[config.mk]
export PLATFORM = sky130hd
export DESIGN_NAME = stopwatch_bcd
export DESIGN_NICKNAME = d
export VERILOG_FILES = /design/src/rtl/stopwatch_bcd.sv
export SDC_FILE = /design/constraint.sdc
export NUM_CORES = 1
export LEC_CHECK = 0
export ABC_CLOCK_PERIOD_IN_PS = 2100
export CAP_MARGIN = 20
export CORE_MARGIN = 4
export CORE_UTILIZATION = 49
export DETAILED_ROUTE_END_ITERATION = 10
export PLACE_DENSITY_LB_ADDON = 0.08
export SLEW_MARGIN = 20
export SYNTH_ARGS = -nofsm -noshare
export SYNTH_HDL_FRONTEND = slang
export SYNTH_SLANG_ARGS = --single-unit
[constraint.sdc]
create_clock -name CLOCK -period 2.1 [get_ports CLOCK]
set_input_delay 0.525 -clock CLOCK [delete_from_list [all_inputs] [get_ports CLOCK]]
set_output_delay 0.525 -clock CLOCK [all_outputs]
set_load 0.005 [all_outputs]
[src/rtl/stopwatch_bcd.sv]
// BCD stopwatch MM:SS.cc driven by the 1/100 s tick; run/pause/clear by command pulses.
// Optional lap-hold display freeze is compiled in when LAP_HOLD_EN is defined.
module stopwatch_bcd #(
  parameter int MIN_MAX = 59
) (
  input  logic        CLOCK,
  input  logic        RESET,
  input  logic        TICK,
  input  logic        START_STOP,
  input  logic        CLEAR,
  input  logic        LAP,
  output logic [23:0] DIGITS,
  output logic        RUNNING,
  output logic        ROLLOVER,
  output logic        LAP_ACTIVE
);

  typedef enum logic [1:0] {IDLE, RUN, PAUSE} state_t;

  localparam logic [3:0] MM_T = 4'(MIN_MAX / 10);
  localparam logic [3:0] MM_O = 4'(MIN_MAX % 10);

  state_t      state;
  logic [23:0] count_p0;

  // Advance the packed BCD count by one hundredth; MSB of the result flags the wrap.
  function automatic logic [24:0] bcd_advance(input logic [23:0] c);
    logic [3:0] mt, mo, st, so, ct, co;
    logic       wrap;
    {mt, mo, st, so, ct, co} = c;
    wrap = 1'b0;
    if (co != 4'd9) begin
      co = co + 4'd1;
    end else begin
      co = 4'd0;
      if (ct != 4'd9) begin
        ct = ct + 4'd1;
      end else begin
        ct = 4'd0;
        if (so != 4'd9) begin
          so = so + 4'd1;
        end else begin
          so = 4'd0;
          if (st != 4'd5) begin
            st = st + 4'd1;
          end else begin
            st = 4'd0;
            if (mt == MM_T && mo == MM_O) begin
              mt   = 4'd0;
              mo   = 4'd0;
              wrap = 1'b1;
            end else if (mo != 4'd9) begin
              mo = mo + 4'd1;
            end else begin
              mo = 4'd0;
              mt = mt + 4'd1;
            end
          end
        end
      end
    end
    return {wrap, mt, mo, st, so, ct, co};
  endfunction

  function automatic state_t next_state(input state_t s, input logic ss);
    state_t n;
    n = s;
    if (ss) begin
      case (s)
        IDLE:    n = RUN;
        RUN:     n = PAUSE;
        PAUSE:   n = RUN;
        default: n = IDLE;
      endcase
    end
    return n;
  endfunction

`ifdef LAP_HOLD_EN
  logic        lap_p0;
  logic [23:0] held_p0;
`else
  logic        unused_lap;
  assign unused_lap = LAP;
`endif

  // Stage p0: state, count, rollover and lap hold all update on the same edge
  always_ff @(posedge CLOCK) begin
    if (RESET || CLEAR) begin
      state    <= IDLE;
      RUNNING  <= 1'b0;
      count_p0 <= 24'h000000;
      ROLLOVER <= 1'b0;
`ifdef LAP_HOLD_EN
      lap_p0   <= 1'b0;
      held_p0  <= 24'h000000;
`endif
    end else begin
      ROLLOVER <= 1'b0;
      if (state == RUN && TICK) begin
        {ROLLOVER, count_p0} <= bcd_advance(count_p0);
      end
      state   <= next_state(state, START_STOP);
      RUNNING <= (next_state(state, START_STOP) == RUN);
`ifdef LAP_HOLD_EN
      // Freeze captures the count as displayed before any tick on this edge.
      if (LAP && state != IDLE) begin
        lap_p0 <= !lap_p0;
        if (!lap_p0) begin
          held_p0 <= count_p0;
        end
      end
`endif
    end
  end

`ifdef LAP_HOLD_EN
  assign DIGITS     = lap_p0 ? held_p0 : count_p0;
  assign LAP_ACTIVE = lap_p0;
`else
  assign DIGITS     = count_p0;
  assign LAP_ACTIVE = 1'b0;
`endif

endmodule

[Yosys cells after proc, flatten, opt, wreduce, memory -nomap -nowiden]
Index checks and enable logic that the tools add are counted.
Cells by class
  add/sub/neg operators: 6
  mux-type cells: 12
  reduce and logical (&&, ||, !) cells: 11
  bitwise gates (word level): 5
  equality and inequality tests: 11
Operators with widths (count)
  $mux W4: 8
  $add A4 B1 Y4 const B: 6
  $ne A4 B4 Y1 const B: 4
  $reduce_and A6 Y1: 1
  $reduce_or A6 Y1: 1
  $not A1 Y1: 5
  $reduce_and A5 Y1: 1
  $eq A2 B1 Y1 const B: 2
  $eq A4 B3 Y1 const B: 1
  $eq A4 B4 Y1 const B: 1
  $mux W2: 2
  $ne A4 B3 Y1 const B: 1
  $pmux W2 S2: 1
  $reduce_and A4 Y1: 1
  $reduce_and A3 Y1: 1
  $eq A2 B2 Y1 const B: 1
  $logic_and A1 B1 Y1: 2
  $logic_not A2 Y1: 1
  $ne A2 B2 Y1 const B: 1
  $reduce_and A2 Y1: 1
  $reduce_or A2 Y1: 1
  $logic_or A1 B1 Y1: 1
  $mux W1: 1
Storage, ports and cells
  bits in registers: 28
  output and inout bits: 27

[Longest topological paths before layout]
Gate-level depths: netlist of run 1.
  depth in word-level cells: 6
  depth in mapped cells: 7

[Worst setup path before layout of run 1]
No wires, ideal clock.
  path type: input port to flip-flop
  from: input port TICK
  to: register count_p0[18] (netlist: DIGITS[18])
  path slack: 414 ps
  buffers on the path: 1
  cell stages on the path: 5
  arrival time: 1615 ps
  required time: 2030 ps
  setup time: 70 ps
  path through: and4b_1 > buf_2 > nand4_2 > or4b_1 > a21oi_1
Between the ends
  cells in the longest elaborated chain, start to end: 2
RTL lines
  start, declared: line 8  | input logic TICK,
  $logic_and A1 B1 Y1: line 100  | if (state == RUN && TICK) begin
  $reduce_and A5 Y1 (no source line)
  end signal, assigned: line 101  | {ROLLOVER, count_p0} <= bcd_advance(count_p0);
  end, declared: line 24  | logic [23:0] count_p0;
No other way between the ends.
A chain may end at the register's enable or synchronous reset.

[Worst setup path after layout of run 1]
  from: register count_p0[1] (netlist: DIGITS[1])
  to: output port DIGITS[1]
RTL lines
  end, declared: line 12  | output logic [23:0] DIGITS,
No word-level cell between the ends.

==> results.sh, run 1 <==
export IMPL_setup_worst_path_end="DIGITS[1]"
export IMPL_via_per_inst=5.88
export IMPL_gp_routability_congestion=0.834
export IMPL_grt_max_degree=17
export IMPL_clk_path_buf_depth=2
export IMPL_core_area_mm2=0.00281
export IMPL_run_status="finished, final reports clean"
export IMPL_floorplan_initialDensity_pct=51.9
export IMPL_regToRegStartpoint="DIGITS[11]"
export IMPL_crit_family="buffers and inverters"
export IMPL_ys_seq_elements=28
export IMPL_p_leak_nw=0.636
export IMPL_synthesized_netlist_cell_count=173
export IMPL_period_needed_ps=1960
export IMPL_synth_area_mm2=0.00146
export IMPL_final_hold_violation_count=0
export IMPL_synth_area_top_cells="sky130_fd_sc_hd__dfxtp_1 (38%), sky130_fd_sc_hd__a21oi_1 (5.8%), sky130_fd_sc_hd__nand2_1 (3.9%), sky130_fd_sc_hd__ha_1 (3.4%), sky130_fd_sc_hd__nand4_1 (3.4%)"
export IMPL_worst_skew_pair_late_latency_ps=340
export IMPL_stdcell_area_mm2=0.00190
export IMPL_grt_pass1_vias=1430
export IMPL_worstSetupStartpoint="DIGITS[1]"
export IMPL_yosys_area_top_type="sky130_fd_sc_hd__dfxtp_1"
export IMPL_clock_tree_root_cell="sky130_fd_sc_hd__clkbuf_4"
export IMPL_pwr_share_seq_pct=57.0
export IMPL_irDropWorstVdd_v=0.000281
export IMPL_synth_most_common_cell="sky130_fd_sc_hd__dfxtp_1"
export IMPL_clkTransAtPathRegs_ps=160
export IMPL_fp_dieArea_mm2=0.00391
export IMPL_synth_largest_type_area_fraction_pct=38.5
export IMPL_worst_path_cell_trace="clkdlybuf4s50_1"
export IMPL_number_of_top_level_design_ports=33
export IMPL_buffer_ports_inserted=30
export IMPL_antenna_cells=0
export IMPL_cell_internal_pwr_mw=0.745
export IMPL_regArea_um2=561
export IMPL_fillers=226
export IMPL_cts_hold_buffers_added=0
export IMPL_worstHoldPathType="register to register"
export IMPL_clock_power_share_pct=39.0
export IMPL_yosysWarnings=0
export IMPL_slowest_delay_ps=570
export IMPL_yosys_cell_types=43
export IMPL_postLayoutSetupSlackWorst_ps=143
export IMPL_rsz_0062_raised_after_global_routing="false"
export IMPL_number_of_max_capacitance_violations_reported=0
export IMPL_num_vias=1418
export IMPL_primary_flip_flop_cell_chosen_by_synthesis_mapping="sky130_fd_sc_hd__dfxtp_1"
export IMPL_overall_overflow_remaining_after_global_route=0
export IMPL_grtUsageTotal_pct=18.9
export IMPL_dp_cells=237
export IMPL_synth_seq_area_share_pct=38.5
export IMPL_switchingPower_mw=0.195
export IMPL_cpMaxStageDelayCell="sky130_fd_sc_hd__clkdlybuf4s50_1"
export IMPL_worstSetupPathType="register to primary output"
export IMPL_number_of_standard_cell_rows_in_the_floorplan=19
export IMPL_reg2reg_to="DIGITS[18]"
export IMPL_die_h_um=62.5
export IMPL_finish_cell_count_without_fillers=241
export IMPL_setup_violations=0
export IMPL_p_per_area_mw_per_mm2=495
export IMPL_clock_sink_count=28
export IMPL_postCtsSetupRepairBufs=0
export IMPL_setup_worst_path_end_class="primary output"
export IMPL_totalWireLength_um=3650
export IMPL_holdWs_ps=518
export IMPL_power_switching_fraction_pct=20.7
export IMPL_fp_dieW_um=62.5
export IMPL_post_drt_wl_per_cell_um=15.1
export IMPL_synth_net_count=183
export IMPL_cp_max_fo=7
export IMPL_logic_pwr_share_pct=4.0
export IMPL_timing_reg2reg_worst_path_depth=4
export IMPL_dpl_cell_area_mm2=0.00185
export IMPL_clock_fmax_mhz=511
export IMPL_tns_ps=0
export IMPL_worst_setup_path_start_kind="register"
export IMPL_clock_skew_final_ps=6.26
export IMPL_multiInputGateArea_um2=831
export IMPL_synth_avg_cell_area_um2=8.42
export IMPL_critPathRequiredTime_ps=1570
export IMPL_drt_initial_drc_count=100
export IMPL_reg2reg_slack_ps=390
export IMPL_clock_tree_from_tritoncts="built"
export IMPL_worst_ep_arrival_time_ps=1430
export IMPL_place_ws_ps=-171
export IMPL_critPathBufInv=1
export IMPL_htree_levels=1
export IMPL_area_delta_synth_final_pct=30.4
export IMPL_final_period_utilization_pct=93.2
export IMPL_place_detailed_hpwl_um=2650
export IMPL_gates_resized_cts_repair=0
export IMPL_timing_critical_path_depth=1
export IMPL_post_route_cells_drive_above_1_share_pct=10.5
export IMPL_synth_edff_count=0
export IMPL_async_flop_share_pct=0
export IMPL_number_of_cts_inserted_buffers=3
export IMPL_post_route_drc_count=0
export IMPL_timing_final_max_slew_violations=0
export IMPL_grt_antenna_before_repair=0
export IMPL_post_synth_most_frequent_cells="sky130_fd_sc_hd__dfxtp_1 (28), sky130_fd_sc_hd__a21oi_1 (17), sky130_fd_sc_hd__nand2_1 (15)"
export IMPL_grt_first_pass_wirelength_um=6180
export IMPL_layout_nets=221
export IMPL_drtPass1Iterations=4
export IMPL_route_antenna_remaining_nets=0
## power groups by stage
stage                     sequential [mW]  clock, mW  combinational, mW
final                               0.536      0.367             0.0379
after global routing                0.537      0.395             0.0407
after floorplan                     0.547          0             0.0174
after CTS                           0.536      0.371             0.0374
after global placement              0.547          0             0.0362
after detailed placement            0.547          0             0.0374
## how the worst min path moves through the flow
stage | slack (ps) | startpoint | to | cells past startpoint
after floorplan | 470 | DIGITS[23] | DIGITS[23] | 2
after global placement | 470 | DIGITS[23] | DIGITS[23] | 2
after detailed placement | 490 | DIGITS[15] | DIGITS[15] | 2
after CTS | 510 | DIGITS[15] | DIGITS[15] | 2
after global routing | 550 | DIGITS[15] | DIGITS[15] | 2
final | 520 | DIGITS[23] | DIGITS[23] | 2
## logic make-up (layout without fill, tap and decap cells)
| logic type | count (synthesis) | in the layout | share of synthesized area, % |
|---|---|---|---|
| simple gates | 79 | 79 | 33.2 |
| compound gates | 37 | 37 | 15.1 |
| flops | 28 | 28 | 38.5 |
| buf+inv | 16 | 53 | 4.47 |
| xor+xnor | 5 | 5 | 3.01 |
| fa+ha+maj | 4 | 4 | 3.44 |
| mux | 3 | 3 | 2.06 |
| other cells | 1 | 1 | 0.257 |
## routing by layer
metal | track usage, % | vias up | part of all wire, %
li1 | - | 705 | -
met5 | 0 | - | 0
met4 | 9.64 | 0 | 2.6
met3 | 3.24 | 11 | 3.9
met1 | 21.8 | 649 | 45
met2 | 33.3 | 53 | 49
## final cells by class
class                           instances  area share, %
Multi-Input combinational cell        129           43.7
Clock inverter                          1           1.58
Clock buffer                            3           1.19
Timing Repair Buffer                   42           20.6
Inverter                                7           1.38
Sequential cell                        28           29.5
Tap cell                               31           2.04
## registers in the layout, summed over array words and instances (netlist names)
register,flops
state,2
ROLLOVER,1
DIGITS,24
RUNNING,1
## placed cells by master, fill, tap and decap left out, types with 2 or more instances in the layout
cell | netlist | layout
sky130_fd_sc_hd__clkdlybuf4s50_1 | 0 | 30
sky130_fd_sc_hd__dfxtp_1 | 28 | 28
sky130_fd_sc_hd__a21oi_1 | 17 | 17
sky130_fd_sc_hd__nand2_1 | 15 | 15
sky130_fd_sc_hd__nor2_1 | 13 | 13
sky130_fd_sc_hd__buf_4 | 1 | 12
sky130_fd_sc_hd__nand4_1 | 8 | 8
sky130_fd_sc_hd__o21ai_0 | 8 | 8
sky130_fd_sc_hd__inv_1 | 7 | 7
sky130_fd_sc_hd__nor2b_1 | 5 | 5
sky130_fd_sc_hd__o31ai_1 | 5 | 5
sky130_fd_sc_hd__nor3_1 | 5 | 5
sky130_fd_sc_hd__ha_1 | 4 | 4
sky130_fd_sc_hd__or3_1 | 3 | 3
sky130_fd_sc_hd__xor2_1 | 3 | 3
sky130_fd_sc_hd__nand2b_1 | 3 | 3
sky130_fd_sc_hd__nor4_1 | 3 | 3
sky130_fd_sc_hd__nand4b_1 | 3 | 3
sky130_fd_sc_hd__mux2i_1 | 3 | 3
sky130_fd_sc_hd__clkbuf_4 | 0 | 3
sky130_fd_sc_hd__and4bb_2 | 2 | 2
sky130_fd_sc_hd__and3b_1 | 2 | 2
sky130_fd_sc_hd__and4_1 | 2 | 2
sky130_fd_sc_hd__and2_1 | 2 | 2
sky130_fd_sc_hd__xnor2_1 | 2 | 2
sky130_fd_sc_hd__nor3b_1 | 2 | 2
sky130_fd_sc_hd__nand3_1 | 2 | 2
sky130_fd_sc_hd__or4_1 | 2 | 2
sky130_fd_sc_hd__a31oi_1 | 2 | 2
## per-stage QoR
stage	utilization (%)	power, mW
finish	67.7	0.940
detailed placement	65.8	0.584
global route	67.7	0.972
CTS	67.7	0.944
global placement	65.8	0.583
floorplan	-	0.564
Note: power is estimated with default switching activity, not from simulation.
==> run 2, diff against run 1 <==
--- a/config.mk
+++ b/config.mk
@@ -15,3 +15,4 @@
 export SYNTH_ARGS = -nofsm -noshare
 export SYNTH_HDL_FRONTEND = slang
 export SYNTH_SLANG_ARGS = --single-unit
+export TNS_END_PERCENT = 5
==> results of run 2 <==
No change in the layout: final DEF, timing and power equal those of run 1.
==> run 3, diff against run 2 <==
--- a/config.mk
+++ b/config.mk
@@ -7,8 +7,10 @@
 export LEC_CHECK = 0
 export ABC_CLOCK_PERIOD_IN_PS = 2100
 export CAP_MARGIN = 20
+export CORE_ASPECT_RATIO = 1.25
 export CORE_MARGIN = 4
-export CORE_UTILIZATION = 49
+export CORE_UTILIZATION = 31
+export CTS_BUF_LIST = sky130_fd_sc_hd__clkbuf_4
 export DETAILED_ROUTE_END_ITERATION = 10
 export PLACE_DENSITY_LB_ADDON = 0.08
 export SLEW_MARGIN = 20
==> results.sh, run 3 (same netlist as run 1, synthesis figures left out) <==
export IMPL_logic_pwr_share_pct=4.7
export IMPL_setup_worst_path_end_class="register"
export IMPL_cts_hold_buffers_added=0
export IMPL_clock_skew_final_ps=3.60
export IMPL_setup_violations=0
export IMPL_period_needed_ps=2010
export IMPL_num_vias=1411
export IMPL_slowest_delay_ps=470
export IMPL_antenna_cells=0
export IMPL_critPathBufInv=2
export IMPL_worstSetupPathType="input port to register"
export IMPL_buffer_ports_inserted=30
export IMPL_pwr_share_seq_pct=66.6
export IMPL_switchingPower_mw=0.183
export IMPL_clkTransAtPathRegs_ps=150
export IMPL_overall_overflow_remaining_after_global_route=0
export IMPL_multiInputGateArea_um2=831
export IMPL_post_route_cells_drive_above_1_share_pct=10.4
export IMPL_totalWireLength_um=3650
export IMPL_core_area_mm2=0.00446
export IMPL_clk_path_buf_depth=2
export IMPL_gates_resized_cts_repair=0
export IMPL_fp_dieW_um=69.3
export IMPL_number_of_max_capacitance_violations_reported=0
export IMPL_number_of_standard_cell_rows_in_the_floorplan=27
export IMPL_finalPower_mw=0.805
export IMPL_cpMaxStageDelayCell="sky130_fd_sc_hd__clkdlybuf4s50_1"
export IMPL_reg2reg_slack_ps=280
export IMPL_worst_ep_arrival_time_ps=2220
export IMPL_irDropWorstVdd_v=0.000194
export IMPL_grt_antenna_before_repair=0
export IMPL_area_delta_synth_final_pct=31.4
export IMPL_clock_tree_root_cell="sky130_fd_sc_hd__clkbuf_4"
export IMPL_grtUsageTotal_pct=12.4
export IMPL_number_of_top_level_design_ports=33
export IMPL_floorplan_initialDensity_pct=32.7
export IMPL_worst_setup_path_start_kind="input port"
export IMPL_number_of_flip_flops_in_the_largest_register=24
export IMPL_htree_levels=1
export IMPL_drt_initial_drc_count=101
export IMPL_p_leak_nw=0.628
export IMPL_fillers=469
export IMPL_drtPass1Iterations=4
export IMPL_timing_final_max_slew_violations=0
export IMPL_place_detailed_hpwl_um=2730
export IMPL_cell_internal_pwr_mw=0.622
export IMPL_grt_pass1_vias=1426
export IMPL_layout_nets=222
export IMPL_final_hold_violation_count=0
export IMPL_clock_sink_count=28
export IMPL_number_of_cts_inserted_buffers=3
export IMPL_post_route_drc_count=0
export IMPL_p_per_area_mw_per_mm2=420
export IMPL_die_h_um=84.6
export IMPL_worstHoldPathType="register to register"
export IMPL_top_library_cells_by_usage_in_the_layout_fill_and_taps_aside="sky130_fd_sc_hd__clkdlybuf4s50_1 (30), sky130_fd_sc_hd__dfxtp_1 (28), sky130_fd_sc_hd__a21oi_1 (17)"
export IMPL_postLayoutSetupSlackWorst_ps=90.6
export IMPL_clock_power_share_pct=28.7
export IMPL_grt_max_degree=16
export IMPL_place_ws_ps=-255
export IMPL_via_per_inst=5.25
export IMPL_critPathRequiredTime_ps=2310
export IMPL_power_switching_fraction_pct=22.7
export IMPL_cp_max_fo=5
export IMPL_rsz_0062_raised_after_global_routing="false"
export IMPL_crit_family="buffers and inverters"
export IMPL_grt_first_pass_wirelength_um=6070
export IMPL_fp_dieArea_mm2=0.00587
export IMPL_postCtsSetupRepairBufs=0
export IMPL_route_antenna_remaining_nets=0
export IMPL_worst_path_cell_trace="clkdlybuf4s50_1, and4b_1, nand4_2, buf_4, o41ai_1, a21oi_1"
export IMPL_run_status="finished, final reports clean"
export IMPL_clock_fmax_mhz=498
export IMPL_layout_cells_most_common="sky130_fd_sc_hd__clkdlybuf4s50_1"
export IMPL_post_drt_wl_per_cell_um=13.6
export IMPL_worst_skew_pair_late_latency_ps=330
export IMPL_clock_tree_from_tritoncts="built"
export IMPL_regArea_um2=561
export IMPL_gp_routability_congestion=0.791
export IMPL_final_period_utilization_pct=95.7
run 3: cell count changes in the layout (fill, tap and decap cells not counted):
| cell | delta |
|---|---|
| sky130_fd_sc_hd__buf_4 | +1 |
| sky130_fd_sc_hd__bufinv_16 | -1 |
| sky130_fd_sc_hd__clkinv_1 | +1 |
run 3: metal layers:
| layer | routed length, um | global-route usage, % | vias up |
|---|---|---|---|
| li1 | - | - | 702 |
| met1 | 1590 | 13.8 | 669 |
| met2 | 1910 | 23.4 | 36 |
| met3 | 112 | 1.56 | 4 |
| met4 | 43 | 4.97 | 0 |
| met5 | 0 | 0 | - |
run 3: power by group through the flow:
stage	clock [mW]	combinational [mW]	sequential [mW]
5_1_grt	0.271	0.0411	0.536
4_1_cts	0.245	0.0380	0.536
3_3_place_gp	0	0.0372	0.547
6_report	0.231	0.0378	0.535
2_1_floorplan	0	0.0174	0.547
3_5_place_dp	0	0.0381	0.547
run 3: layout make-up:
cell class	count	share of cell area, %
repair buffers	43	20.8
multi-input cells	129	43.4
well taps	58	3.79
clock inverters	1	0.196
flip-flops and latches	28	29.3
clock buffers	3	1.18
inverters	7	1.37
run 3: metrics by stage:
step                setup TNS (ps)  utilization, %  std cells  instance area (um2)  hold slack (ps)
finish                           0            42.9        269                 1910              504
global route                     0            42.9        269                 1910              532
CTS                              0            42.9        269                 1910              509
detailed placement           -1370            42.3        265                 1890              491
global placement             -1040            42.3        265                 1890              465
floorplan                        0               -        173                 1460              468
run 3: path summary, 6_finish.rpt:
path | from | to | cells past startpoint
worst max-delay path | TICK | DIGITS[22] | 6
worst min register to register | DIGITS[23] | DIGITS[23] | 2
worst max register to register | DIGITS[1] | DIGITS[22] | 5
worst min-delay path | DIGITS[23] | DIGITS[23] | 2
run 3: worst min-delay path, delay by kind of cell, from the launching register on:
kind	cells	cell delay [ps]
flops	1	360
simple gates	1	60
mux	1	50
